**config.mk**
```make
export PLATFORM = sky130hd
export DESIGN_NAME = mem_port_arbiter_flat
export DESIGN_NICKNAME = d
export VERILOG_FILES = /design/src/rtl/arb_types.sv /design/src/rtl/mem_port_arbiter_if.sv /design/src/rtl/arb_priority.sv /design/src/rtl/mem_port_arbiter.sv /design/src/flat_wrapper.sv
export SDC_FILE = /design/constraint.sdc
export NUM_CORES = 1
export LEC_CHECK = 0
export ABC_AREA = 1
export CAP_MARGIN = 25
export CORE_UTILIZATION = 31
export CTS_BUF_LIST = sky130_fd_sc_hd__clkbuf_4
export CTS_CLUSTER_SIZE = 16
export DETAILED_ROUTE_END_ITERATION = 7
export PLACE_DENSITY = 0.85
export SYNTH_ARGS = -nofsm -noshare
export SYNTH_HDL_FRONTEND = slang
export SYNTH_SLANG_ARGS = --single-unit
```
**constraint.sdc**
```tcl
create_clock -name clk -period 1.29 [get_ports clk]
set_input_delay 0.129 -clock clk [delete_from_list [all_inputs] [get_ports clk]]
set_output_delay 0.129 -clock clk [all_outputs]
set_load 0.05 [all_outputs]
```
**src/rtl/arb_types.sv**
```systemverilog
// Shared types for the two-requester memory port arbiter.
package arb_types;

    typedef enum logic [1:0] {
        IDLE,
        I_BUSY,
        D_BUSY
    } arb_state_t;

    typedef enum logic {
        GRANT_I,
        GRANT_D
    } grant_t;

endpackage

```
**src/rtl/mem_port_arbiter_if.sv**
```systemverilog
// Bundle of requester-side and physical-port signals around the arbiter.
interface mem_port_arbiter_if;

    logic        i_read;
    logic [31:0] i_addr;
    logic [31:0] i_rdata;
    logic        i_resp;

    logic        d_read;
    logic        d_write;
    logic [31:0] d_addr;
    logic [31:0] d_wdata;
    logic [3:0]  d_byte_enable;
    logic [31:0] d_rdata;
    logic        d_resp;

    logic        mem_read;
    logic        mem_write;
    logic [31:0] mem_addr;
    logic [31:0] mem_wdata;
    logic [3:0]  mem_byte_enable;
    logic [31:0] mem_rdata;
    logic        mem_resp;

    // Arbiter side
    modport slave (
        input  i_read, i_addr,
        input  d_read, d_write, d_addr, d_wdata, d_byte_enable,
        input  mem_rdata, mem_resp,
        output i_rdata, i_resp,
        output d_rdata, d_resp,
        output mem_read, mem_write, mem_addr, mem_wdata, mem_byte_enable
    );

    // Environment side: requesters and physical memory
    modport master (
        output i_read, i_addr,
        output d_read, d_write, d_addr, d_wdata, d_byte_enable,
        output mem_rdata, mem_resp,
        input  i_rdata, i_resp,
        input  d_rdata, d_resp,
        input  mem_read, mem_write, mem_addr, mem_wdata, mem_byte_enable
    );

endinterface

```
**src/rtl/arb_priority.sv**
```systemverilog
// Combinational winner selection; on a tie the side not last served wins.
module arb_priority
    import arb_types::*;
(
    input  logic   i_req,
    input  logic   d_req,
    input  grant_t last_served,
    output grant_t winner,
    output logic   valid
);

    always_comb begin
        valid  = i_req | d_req;
        winner = GRANT_I;
        if (i_req && d_req) begin
            winner = (last_served == GRANT_I) ? GRANT_D : GRANT_I;
        end else if (d_req) begin
            winner = GRANT_D;
        end
    end

endmodule

```
**src/rtl/mem_port_arbiter.sv**
```systemverilog
// Shares one memory port between instruction and data requesters.
// Define ARB_ROUND_ROBIN_EN for round-robin ties; default is data-first.
module mem_port_arbiter
    import arb_types::*;
(
    input logic               clk,
    input logic               rst,
    mem_port_arbiter_if.slave bus
);

    arb_state_t  state_q;
    logic        op_write_q;
    logic [31:0] addr_q;
    logic [31:0] wdata_q;
    logic [3:0]  be_q;

    logic   d_req;
    logic   grant_valid;
    grant_t winner;
    grant_t last_served;

    assign d_req = bus.d_read | bus.d_write;

    arb_priority u_priority (
        .i_req       (bus.i_read),
        .d_req       (d_req),
        .last_served (last_served),
        .winner      (winner),
        .valid       (grant_valid)
    );

`ifdef ARB_ROUND_ROBIN_EN
    grant_t last_served_q;

    always_ff @(posedge clk) begin
        if (rst) begin
            last_served_q <= GRANT_I;
        end else if (state_q == IDLE && grant_valid) begin
            last_served_q <= winner;
        end
    end

    assign last_served = last_served_q;
`else
    // Tie input pinned so that data always wins a simultaneous request.
    assign last_served = GRANT_I;
`endif

    always_ff @(posedge clk) begin
        if (rst) begin
            state_q    <= IDLE;
            op_write_q <= 1'b0;
            addr_q     <= '0;
            wdata_q    <= '0;
            be_q       <= '0;
        end else begin
            unique case (state_q)
                IDLE: begin
                    if (grant_valid) begin
                        if (winner == GRANT_D) begin
                            state_q    <= D_BUSY;
                            // A simultaneous read+write is treated as a write.
                            op_write_q <= bus.d_write;
                            addr_q     <= bus.d_addr;
                            wdata_q    <= bus.d_wdata;
                            be_q       <= bus.d_write ? bus.d_byte_enable : 4'b0000;
                        end else begin
                            state_q    <= I_BUSY;
                            op_write_q <= 1'b0;
                            addr_q     <= bus.i_addr;
                            wdata_q    <= '0;
                            be_q       <= 4'b0000;
                        end
                    end
                end
                I_BUSY, D_BUSY: begin
                    if (bus.mem_resp) begin
                        state_q <= IDLE;
                    end
                end
                default: state_q <= IDLE;
            endcase
        end
    end

    assign bus.mem_read        = (state_q != IDLE) && !op_write_q;
    assign bus.mem_write       = (state_q != IDLE) && op_write_q;
    assign bus.mem_addr        = addr_q;
    assign bus.mem_wdata       = wdata_q;
    assign bus.mem_byte_enable = be_q;

    // mem_resp outside a BUSY state never reaches either requester.
    assign bus.i_resp  = (state_q == I_BUSY) && bus.mem_resp;
    assign bus.d_resp  = (state_q == D_BUSY) && bus.mem_resp;
    assign bus.i_rdata = bus.mem_rdata;
    assign bus.d_rdata = bus.mem_rdata;

endmodule
```
**src/flat_wrapper.sv**
```systemverilog
// flat-port wrapper written by rule: the top's interface ports become plain ports
module mem_port_arbiter_flat import arb_types::*;
  (clk, rst, bus_i_read, bus_i_addr, bus_d_read, bus_d_write, bus_d_addr, bus_d_wdata, bus_d_byte_enable, bus_mem_rdata, bus_mem_resp, bus_i_rdata, bus_i_resp, bus_d_rdata, bus_d_resp, bus_mem_read, bus_mem_write, bus_mem_addr, bus_mem_wdata, bus_mem_byte_enable);
  mem_port_arbiter_if bus_i ();
  input logic clk;
  input logic rst;
  input wire logic [$bits(bus_i.i_read)-1:0] bus_i_read;
  input wire logic [$bits(bus_i.i_addr)-1:0] bus_i_addr;
  input wire logic [$bits(bus_i.d_read)-1:0] bus_d_read;
  input wire logic [$bits(bus_i.d_write)-1:0] bus_d_write;
  input wire logic [$bits(bus_i.d_addr)-1:0] bus_d_addr;
  input wire logic [$bits(bus_i.d_wdata)-1:0] bus_d_wdata;
  input wire logic [$bits(bus_i.d_byte_enable)-1:0] bus_d_byte_enable;
  input wire logic [$bits(bus_i.mem_rdata)-1:0] bus_mem_rdata;
  input wire logic [$bits(bus_i.mem_resp)-1:0] bus_mem_resp;
  output wire logic [$bits(bus_i.i_rdata)-1:0] bus_i_rdata;
  output wire logic [$bits(bus_i.i_resp)-1:0] bus_i_resp;
  output wire logic [$bits(bus_i.d_rdata)-1:0] bus_d_rdata;
  output wire logic [$bits(bus_i.d_resp)-1:0] bus_d_resp;
  output wire logic [$bits(bus_i.mem_read)-1:0] bus_mem_read;
  output wire logic [$bits(bus_i.mem_write)-1:0] bus_mem_write;
  output wire logic [$bits(bus_i.mem_addr)-1:0] bus_mem_addr;
  output wire logic [$bits(bus_i.mem_wdata)-1:0] bus_mem_wdata;
  output wire logic [$bits(bus_i.mem_byte_enable)-1:0] bus_mem_byte_enable;
  assign bus_i.i_read = bus_i_read;
  assign bus_i.i_addr = bus_i_addr;
  assign bus_i.d_read = bus_d_read;
  assign bus_i.d_write = bus_d_write;
  assign bus_i.d_addr = bus_d_addr;
  assign bus_i.d_wdata = bus_d_wdata;
  assign bus_i.d_byte_enable = bus_d_byte_enable;
  assign bus_i.mem_rdata = bus_mem_rdata;
  assign bus_i.mem_resp = bus_mem_resp;
  assign bus_i_rdata = bus_i.i_rdata;
  assign bus_i_resp = bus_i.i_resp;
  assign bus_d_rdata = bus_i.d_rdata;
  assign bus_d_resp = bus_i.d_resp;
  assign bus_mem_read = bus_i.mem_read;
  assign bus_mem_write = bus_i.mem_write;
  assign bus_mem_addr = bus_i.mem_addr;
  assign bus_mem_wdata = bus_i.mem_wdata;
  assign bus_mem_byte_enable = bus_i.mem_byte_enable;
  mem_port_arbiter u_core (.clk(clk), .rst(rst), .bus(bus_i));
endmodule
```
Word-level counts from Yosys, hierarchy flattened
Cells that the tools add are included.
{ "op_classes": {"n_eq_ne": 4, "reduce_logical": 11, "mux": 11, "bitwise_logic": 2} }
{ "op_table": {"columns": ["op", "n"], "rows": [
  ["2-to-1 mux 32 bit", 2],
  ["2-to-1 mux 4 bit", 2],
  ["2-to-1 mux 2 bit", 3],
  ["logical AND 1 bit", 5],
  ["one-hot mux 2 bit (2 select lines)", 1],
  ["AND reduction 2 bit", 2],
  ["2-to-1 mux 1 bit", 3],
  ["equality test 2 x 1 -> 1 bit, second input constant", 1],
  ["equality test 2 bit, second input constant", 1],
  ["logical NOT 2 bit", 1],
  ["!= test 2 x 1 -> 1 bit, second input constant", 1],
  ["!= test 2 bit, second input constant", 1],
  ["bitwise OR 1 bit", 2],
  ["nonzero test 2 bit", 1],
  ["OR reduction 2 bit", 1],
  ["logical NOT 1 bit", 1]
]} }
{ "word_totals": {"register_bits": 71, "word_cells": 33, "input_bits": 138, "out_inout_bits": 136} }

Longest topological paths before layout
Gate-level depths: netlist (run 1).
{ "depth": {"ltp_word": 6, "ltp_mapped": 7} }

Modules after synthesis
A second synthesis (run 1) with hierarchy kept.
{ "hier_totals": {"cells_unflattened": 547, "area_unflattened_um2": 3746.1} }
{ "modules_own_cells": {"columns": ["module", "cells_per_inst", "n_inst", "area_each_um2"], "rows": [
  ["mem_port_arbiter", 544, 1, 3731.1],
  ["arb_priority", 3, 1, 15.0]
]} }

Worst setup path before layout (run 1)
Ideal clock, no wire load.
{ "synth_timing": {"path_type": "register to output", "start": "reg u_core.state_q[0]", "end": "out bus_mem_write", "arrival_ns": 1.687, "path_stages_with_launch": 6, "path_buffers": 2, "setup_slack_ns": -0.526, "path_cell_list": "dfxtp_1 > inv_1 > ha_1 > clkbuf_1 > buf_1 > nor2_1"} }
{ "synth_via": {"elab_chain_len": 2} }
{ "synth_rtl": {"columns": ["item", "line", "rtl"], "rows": [
  ["start, declared", "mem_port_arbiter.sv:11", "arb_state_t state_q;"],
  ["start signal, assigned", "mem_port_arbiter.sv:51", "state_q <= IDLE;"],
  ["start signal, assigned", "mem_port_arbiter.sv:61", "state_q <= D_BUSY;"],
  ["start signal, assigned", "mem_port_arbiter.sv:68", "state_q <= I_BUSY;"],
  ["nonzero test 2 bit", "mem_port_arbiter.sv:87", "assign bus.mem_write = (state_q != IDLE) && op_write_q;"],
  ["logical AND 1 bit", "mem_port_arbiter.sv:87", null],
  ["end, declared", "flat_wrapper.sv:21", "output wire logic [$bits(bus_i.mem_write)-1:0] bus_mem_write;"]
]} }
Every way passes these cells.

Final worst setup path (run 1)
Same ends and word-level chain as after synthesis.

==> flow_summary.toml, run 1 <==
[outcome]
status = "finished, violations left"
violations = "setup timing"

[floorplan]
initial_core_util = 0.3217
dieArea_um2 = 11780
die_w_um = 108.5
core_um2 = 10940
io_pins = 274
rows = 38
die_h_um = 108.5

[global_route]
grt_max_degree = 42
grt_pass1_wl_mm = 17.22
busiest_layer = "met2"
grt_util_met1 = 0.2000
grtUsageMet3 = 0.06691
overflow = 0
grt_pass1_vias = 3613
grt_usage = 0.1888
met2_usage = 0.3373
antenna_found_initial = 0

[final_layout]
diodes = 0
fin_area_um2 = 6416
finalCoreUtilization = 0.5867
drive_gt1_frac = 0.2626
nNetsFinal = 772
area_delta_synth_final_pct = 82.36

[sta]
fmax_mhz = 682.5
setup_violations = 64
hold_viol = 0
drv_slew = 0
slew_headroom = 0.7601
worst_pin_slew_ps = 359.8
rsz0062_at_grt = "true"
post-route-period-util = 1.136
fin_skew_ps = 11.19
fin_crit_ps = 1465
worst_slack_ps = -175.1

[power]
p_comb_frac = 0.454
swShare = 0.3574
p_seq_frac = 0.357
leakagePower_nw = 2.670
switchingPower_mw = 2.667
clkPwrFrac = 0.188
p_per_area_nw_per_um2 = 1163
peakVddDrop_uv = 865.8
p_int_mw = 4.795

[route]
num_vias = 3760
wl_mm = 11.78
drtAntennaViolNets = 0
drc_errors = 0
avgViaCountPerCell = 4.845
drtIter0Drc = 143
drt-pass1-iter-count = 4
wl_per_cell_um = 15.18

[critical_path]
critPathArrivalTime_ps = 1340
crit_required_ps = 1160
critPathLaunchType = "register"
crit_fanout = 3
critPathKind = "reg2out"
end_kind = "output port"

[placement]
place_congestion = 0.7710
postPlaceCellArea_um2 = 5841
port-buffer-count = 177
hpwlAfterDp_mm = 7.899

[clock_network]
cts_tree = "built"
numCtsBuffers = 9
htree_num_levels = 3
cts.sink_count = 71
hold_buffers = 0
insertion_delay_ps = 400
clockBufferDepth = 2
path_clk_slew_ps = 110
cts_root_buffer = "clkbuf_4"

[synthesis]
ys_seq_area_frac = 0.4040
netlist_area_um2 = 3518
synth_cells = 501
synth.distinct_cells = 19
synth.avg_cell_area_um2 = 7.023
syn_nets = 642
yosysWarnings = 0
ys_ff_latch = 71

[run]
drv_cap = 0

[worst_hold_path]
min_path_type = "in2out"
-- worst paths after layout --
check	start	end	slack [ps]	cells past startpoint
max	u_core.state_q[0]	bus_mem_write	-180	5
min	bus_mem_rdata[23]	bus_i_rdata[23]	260	0
max reg2reg	u_core.state_q[1]	u_core.bus.mem_addr[30]	-160	8
min reg2reg	u_core.bus.mem_wdata[9]	u_core.bus.mem_wdata[9]	500	2
-- cells in the mapped netlist --
library cell,number,share of area
nand3_1,1,0.0014
dfxtp_1,71,0.40
buf_6,2,0.0064
ha_1,3,0.011
nor2_2,1,0.0018
clkbuf_1,18,0.019
nand2_1,145,0.15
nand2_2,2,0.0036
nor2_1,34,0.036
nand4_1,1,0.0018
o21ai_1,6,0.0085
buf_4,64,0.14
buf_1,2,0.0021
buf_2,9,0.013
a21oi_1,71,0.10
o21ai_0,58,0.083
nor2_4,1,0.0032
inv_1,10,0.011
clkbuf_2,2,0.0028
-- area by class of cell --
cell class	count	area, um^2
Multi-Input combinational cell	323	1594
Fill cell	946	4519
Inverter	10	40.04
Timing Repair Buffer	216	3052
Clock buffer	11	82.58
Sequential cell	71	1424
Tap cell	140	175.2
Clock inverter	5	48.80
-- metal layers --
| layer | up-vias | share of wire |
|---|---|---|
| met3 | 36 | 0.088 |
| li1 | 1815 | - |
| met5 | - | 0 |
| met2 | 164 | 0.50 |
| met4 | 0 | 0.026 |
| met1 | 1745 | 0.39 |
-- critical path, stage by stage (launching register included) --
cell and delay (ps):
dfxtp_2 350, inv_2 50, ha_4 160, buf_8 120, nor2_4 90, buf_6 160
-- repair_timing --
action                     in CTS  in global routing
pin swaps                       4                  1
gates cloned                    3                  5
setup endpoints to repair      63                 75
setup buffers                   3                  2
gates resized for setup        45                 27
-- cells in the final DEF (no fill, tap or decap), types with 2 or more instances in the layout --
cell / n
nand2_1: 143
clkdlybuf4s50_1: 105
buf_12: 79
dfxtp_1: 69
a21oi_1: 58
o21ai_0: 36
nor2_1: 32
o21ai_1: 18
buf_4: 18
a21oi_2: 13
clkbuf_4: 11
o21ai_2: 10
inv_1: 5
buf_6: 5
inv_2: 4
nor2_4: 4
clkbuf_16: 4
ha_4: 3
clkinv_2: 3
bufbuf_16: 3
nand2_2: 2
buf_8: 2
dfxtp_2: 2
-- per-stage QoR --
step	total power [mW]	TNS, ps	hold WS, ps	std cells	setup slack, ps
final	7.462	-6502	258.0	776	-175.1
after global routing	7.833	-12500	238.7	776	-269.2
after CTS	7.311	-4687	231.0	769	-175.8
after detailed placement	5.681	-17570	258.5	747	-300.6
after global placement	5.641	-15690	258.5	747	-266.2
after floorplan	4.573	0	276.2	501	11.33
-- logic make-up (layout without fill, tap and decap cells) --
family / Yosys count / in the layout / share of synthesized area
DFF: 71 / 71 / 0.4040
buffers and inverters: 107 / 242 / 0.1906
AOI/OAI and AO/OA: 135 / 135 / 0.1920
and+or+nand+nor: 185 / 185 / 0.2027
adders and majority gates: 3 / 3 / 0.01067
-- power groups by stage --
| stage | Clock (mW) | Combinational [mW] | Sequential [mW] |
|---|---|---|---|
| floorplan | 0 | 1.22 | 3.35 |
| global placement | 0 | 2.94 | 2.70 |
| detailed placement | 0 | 2.97 | 2.71 |
| CTS | 1.47 | 3.18 | 2.67 |
| global route | 1.57 | 3.57 | 2.70 |
| finish | 1.40 | 3.39 | 2.67 |
-- sequential cells by signal, summed over array words and instances, names as in the netlist --
| name | count |
|---|---|
| u_core.bus.mem_wdata | 32 |
| u_core.state_q | 2 |
| u_core.op_write_q | 1 |
| u_core.bus.mem_addr | 32 |
| u_core.bus.mem_byte_enable | 4 |
Note: power is estimated with default switching activity, not from simulation.
==> run 2: changes to the inputs <==
CORE_UTILIZATION = 32   (was 31)
SYNTH_HIERARCHICAL = 1   (was default)
==> run 2 against run 1 <==
Net effect:
- the run still ends with setup timing left
- core utilization increased by 3.5 points
- clock skew increased by 2.6 ps
- final cell count increased by 7.3%
- non-clock buffer count unchanged
- clock power increased by 5%
- register-to-register slack got worse by 90 ps
- largest power group unchanged
==> flow_summary.toml, run 2 <==
[synthesis]
netlist_area_um2 = 3746
yosysWarnings = 6
synth.avg_cell_area_um2 = 6.848
ys_async_sr_fraction = 0
synth_common_cells = "170 x nand2_1, 83 x nor2_1, 71 x dfxtp_1"
synth_top_area_share = 0.3794
synth_edf_count = 0
synth.most_common_cell = "nand2_1"
syn_nets = 689
ys_ff_latch = 71
synth_cells = 547
synth_ff_type = "dfxtp_1"
yosysTopAreaCell = "dfxtp_1"
synth.distinct_cells = 21
ys_seq_area_frac = 0.3794
synth.area.top_cells = "dfxtp_1 38%, nand2_1 17%, buf_4 14%, nor2_1 8.3%, a21oi_1 4.8%"

[critical_path]
cp_top_family = "buffers and inverters"
critical-path-max-stage-delay_ps = 340
cp_common_cell = "buf_12"
end_kind = "register"
critPathArrivalTime_ps = 1920
crit_fanout = 5
crit_buf_inv = 4
cp_cell_sequence = "inv_2 -> ha_4 -> buf_12 -> nand2_8 -> buf_12 -> buf_12 -> nor2_4 -> nand2_1 -> a21oi_2"
critPathKind = "reg2reg"
critPathLaunchType = "register"
slowest_stage = "dfxtp_2"
crit_required_ps = 1670

[floorplan]
dieArea_um2 = 12140
initial_core_util = 0.3281
die_h_um = 110.2
die_w_um = 110.2
core_um2 = 11420
io_pins = 274
rows = 39

[placement]
place_congestion = 0.7448
port-buffer-count = 177
hpwlAfterDp_mm = 7.218
dp_slack_ps = -568.4

[global_route]
grt_pass1_wl_mm = 17.58
overflow = 0
grt_pass1_vias = 3625
antenna_found_initial = 0
grt_max_degree = 72
grt_usage = 0.1920

[route]
drt-pass1-iter-count = 6
wl_mm = 12.32
drtIter0Drc = 129
drc_errors = 0
num_vias = 3816
avgViaCountPerCell = 4.581
drtAntennaViolNets = 0
wl_per_cell_um = 14.79

[final_layout]
drive_gt1_frac = 0.3826
mostFrequentLayoutCell = "nand2_1"
finalCoreUtilization = 0.6221
diodes = 0
area_delta_synth_final_pct = 89.61
nNetsFinal = 827
final_cell_mix = "138 x nand2_1, 104 x clkdlybuf4s50_1, 81 x buf_12, 69 x dfxtp_1, 43 x nor2_1"

[power]
p_seq_frac = 0.289
peakVddDrop_uv = 892.3
swShare = 0.4056
p_per_area_nw_per_um2 = 1428
switchingPower_mw = 4.113
clkPwrFrac = 0.145
p_comb_frac = 0.567
p_int_mw = 6.027
leakagePower_nw = 3.140

[sta]
hold_viol = 0
rsz0062_at_grt = "true"
drv_slew = 0
fin_skew_ps = 13.78
worst_slack_ps = -247.2
fmax_mhz = 650.5
post-route-period-util = 1.192
setup_violations = 74
fin_crit_ps = 1537

[clock_network]
path_clk_slew_ps = 130
clockBufferDepth = 2
htree_num_levels = 3
hold_buffers = 0
cts_tree = "built"
cts_root_buffer = "clkbuf_4"
cts.sink_count = 71
insertion_delay_ps = 440
numCtsBuffers = 9

[outcome]
status = "finished, violations left"
violations = "setup timing"

[worst_hold_path]
min_path_type = "in2reg"

[run]
drv_cap = 0
run 2: cell types whose count changed after synthesis, sizes merged, moves of 2 or more:
cell,change
or2,+2
nand3,+37
nand2,+24
clkbuf,-15
buf,+11
o21ai,-64
inv,+37
a21oi,-35
nor2,+48
run 2: worst paths after layout:
path / startpoint / endpoint / slack (ps) / cells after the start
max: u_core/state_q[1] / u_core/bus.mem_wdata[6] / -250 / 9
min: rst / u_core/bus.mem_byte_enable[3] / 200 / 3
max reg2reg: u_core/state_q[1] / u_core/bus.mem_wdata[6] / -250 / 9
min reg2reg: u_core/bus.mem_wdata[24] / u_core/bus.mem_wdata[24] / 510 / 2
run 2: metal layers:
layer	wire [um]	track usage	share of wire
met5	0	0	0
met2	6247	0.3509	0.51
met1	4473	0.1995	0.36
met4	514	0.08835	0.042
met3	1084	0.06055	0.088
run 2: what timing repair did:
action,CTS,global route
pin swaps,31,47
gates cloned,11,3
gates resized for setup,82,101
endpoints found under the setup margin,60,74
buffers inserted,10,3
run 2: area by class of cell:
cell class                      count  area [um^2]
Clock buffer                       12        90.09
Clock inverter                      4        46.29
Fill cell                         869         4315
Inverter                           47        191.4
Multi-Input combinational cell    339         2056
Sequential cell                    71         1424
Tap cell                          143        178.9
Timing Repair Buffer              216         3105
Timing Repair inverter              1        11.26
run 2: cell families after synthesis:
| group | count (synthesis) | share of synthesized area |
|---|---|---|
| AO/OA/AOI/OAI | 36 | 0.04810 |
| adder cells (fa/ha/maj) | 4 | 0.01336 |
| buffers and inverters | 140 | 0.2288 |
| flip-flops | 71 | 0.3794 |
| other | 1 | 0.001001 |
| AND/OR/NAND/NOR | 295 | 0.3293 |
run 2: power groups by stage:
stage	sequential, mW	clock [mW]	combinational (mW)
floorplan	3.76	0	1.84
global placement	2.87	0	4.22
detailed placement	2.89	0	4.28
CTS	2.88	1.50	5.33
global route	2.97	1.61	6.04
finish	2.93	1.47	5.74
run 2: worst register-to-register path: cells and delay by family (launching register included):
family,cells,cell delay [ps]
compound gates,1,130
buf+inv,4,480
simple gates,3,370
fa+ha+maj,1,170
flops,1,340
run 2: stage by stage:
step | cells | setup TNS, ps | hold slack [ps] | power (mW) | cell area [um^2]
2_1_floorplan | 547 | -86.17 | 271.7 | 5.597 | 3756
3_3_place_gp | 792 | -33490 | 258.5 | 7.097 | 5953
3_5_place_dp | 792 | -36250 | 258.5 | 7.168 | 5953
4_1_cts | 829 | -7924 | 151.1 | 9.707 | 6701
5_1_grt | 833 | -14260 | 203.1 | 10.62 | 7103
6_report | 833 | -10970 | 199.1 | 10.14 | 7103
==> run 3: changes to the inputs <==
ABC_CLOCK_PERIOD_IN_PS = 1290   (was default)
CAP_MARGIN = default   (was 25)
==> results of run 3 <==
Same layout as run 2: the final DEF is identical, and so are final timing and power.
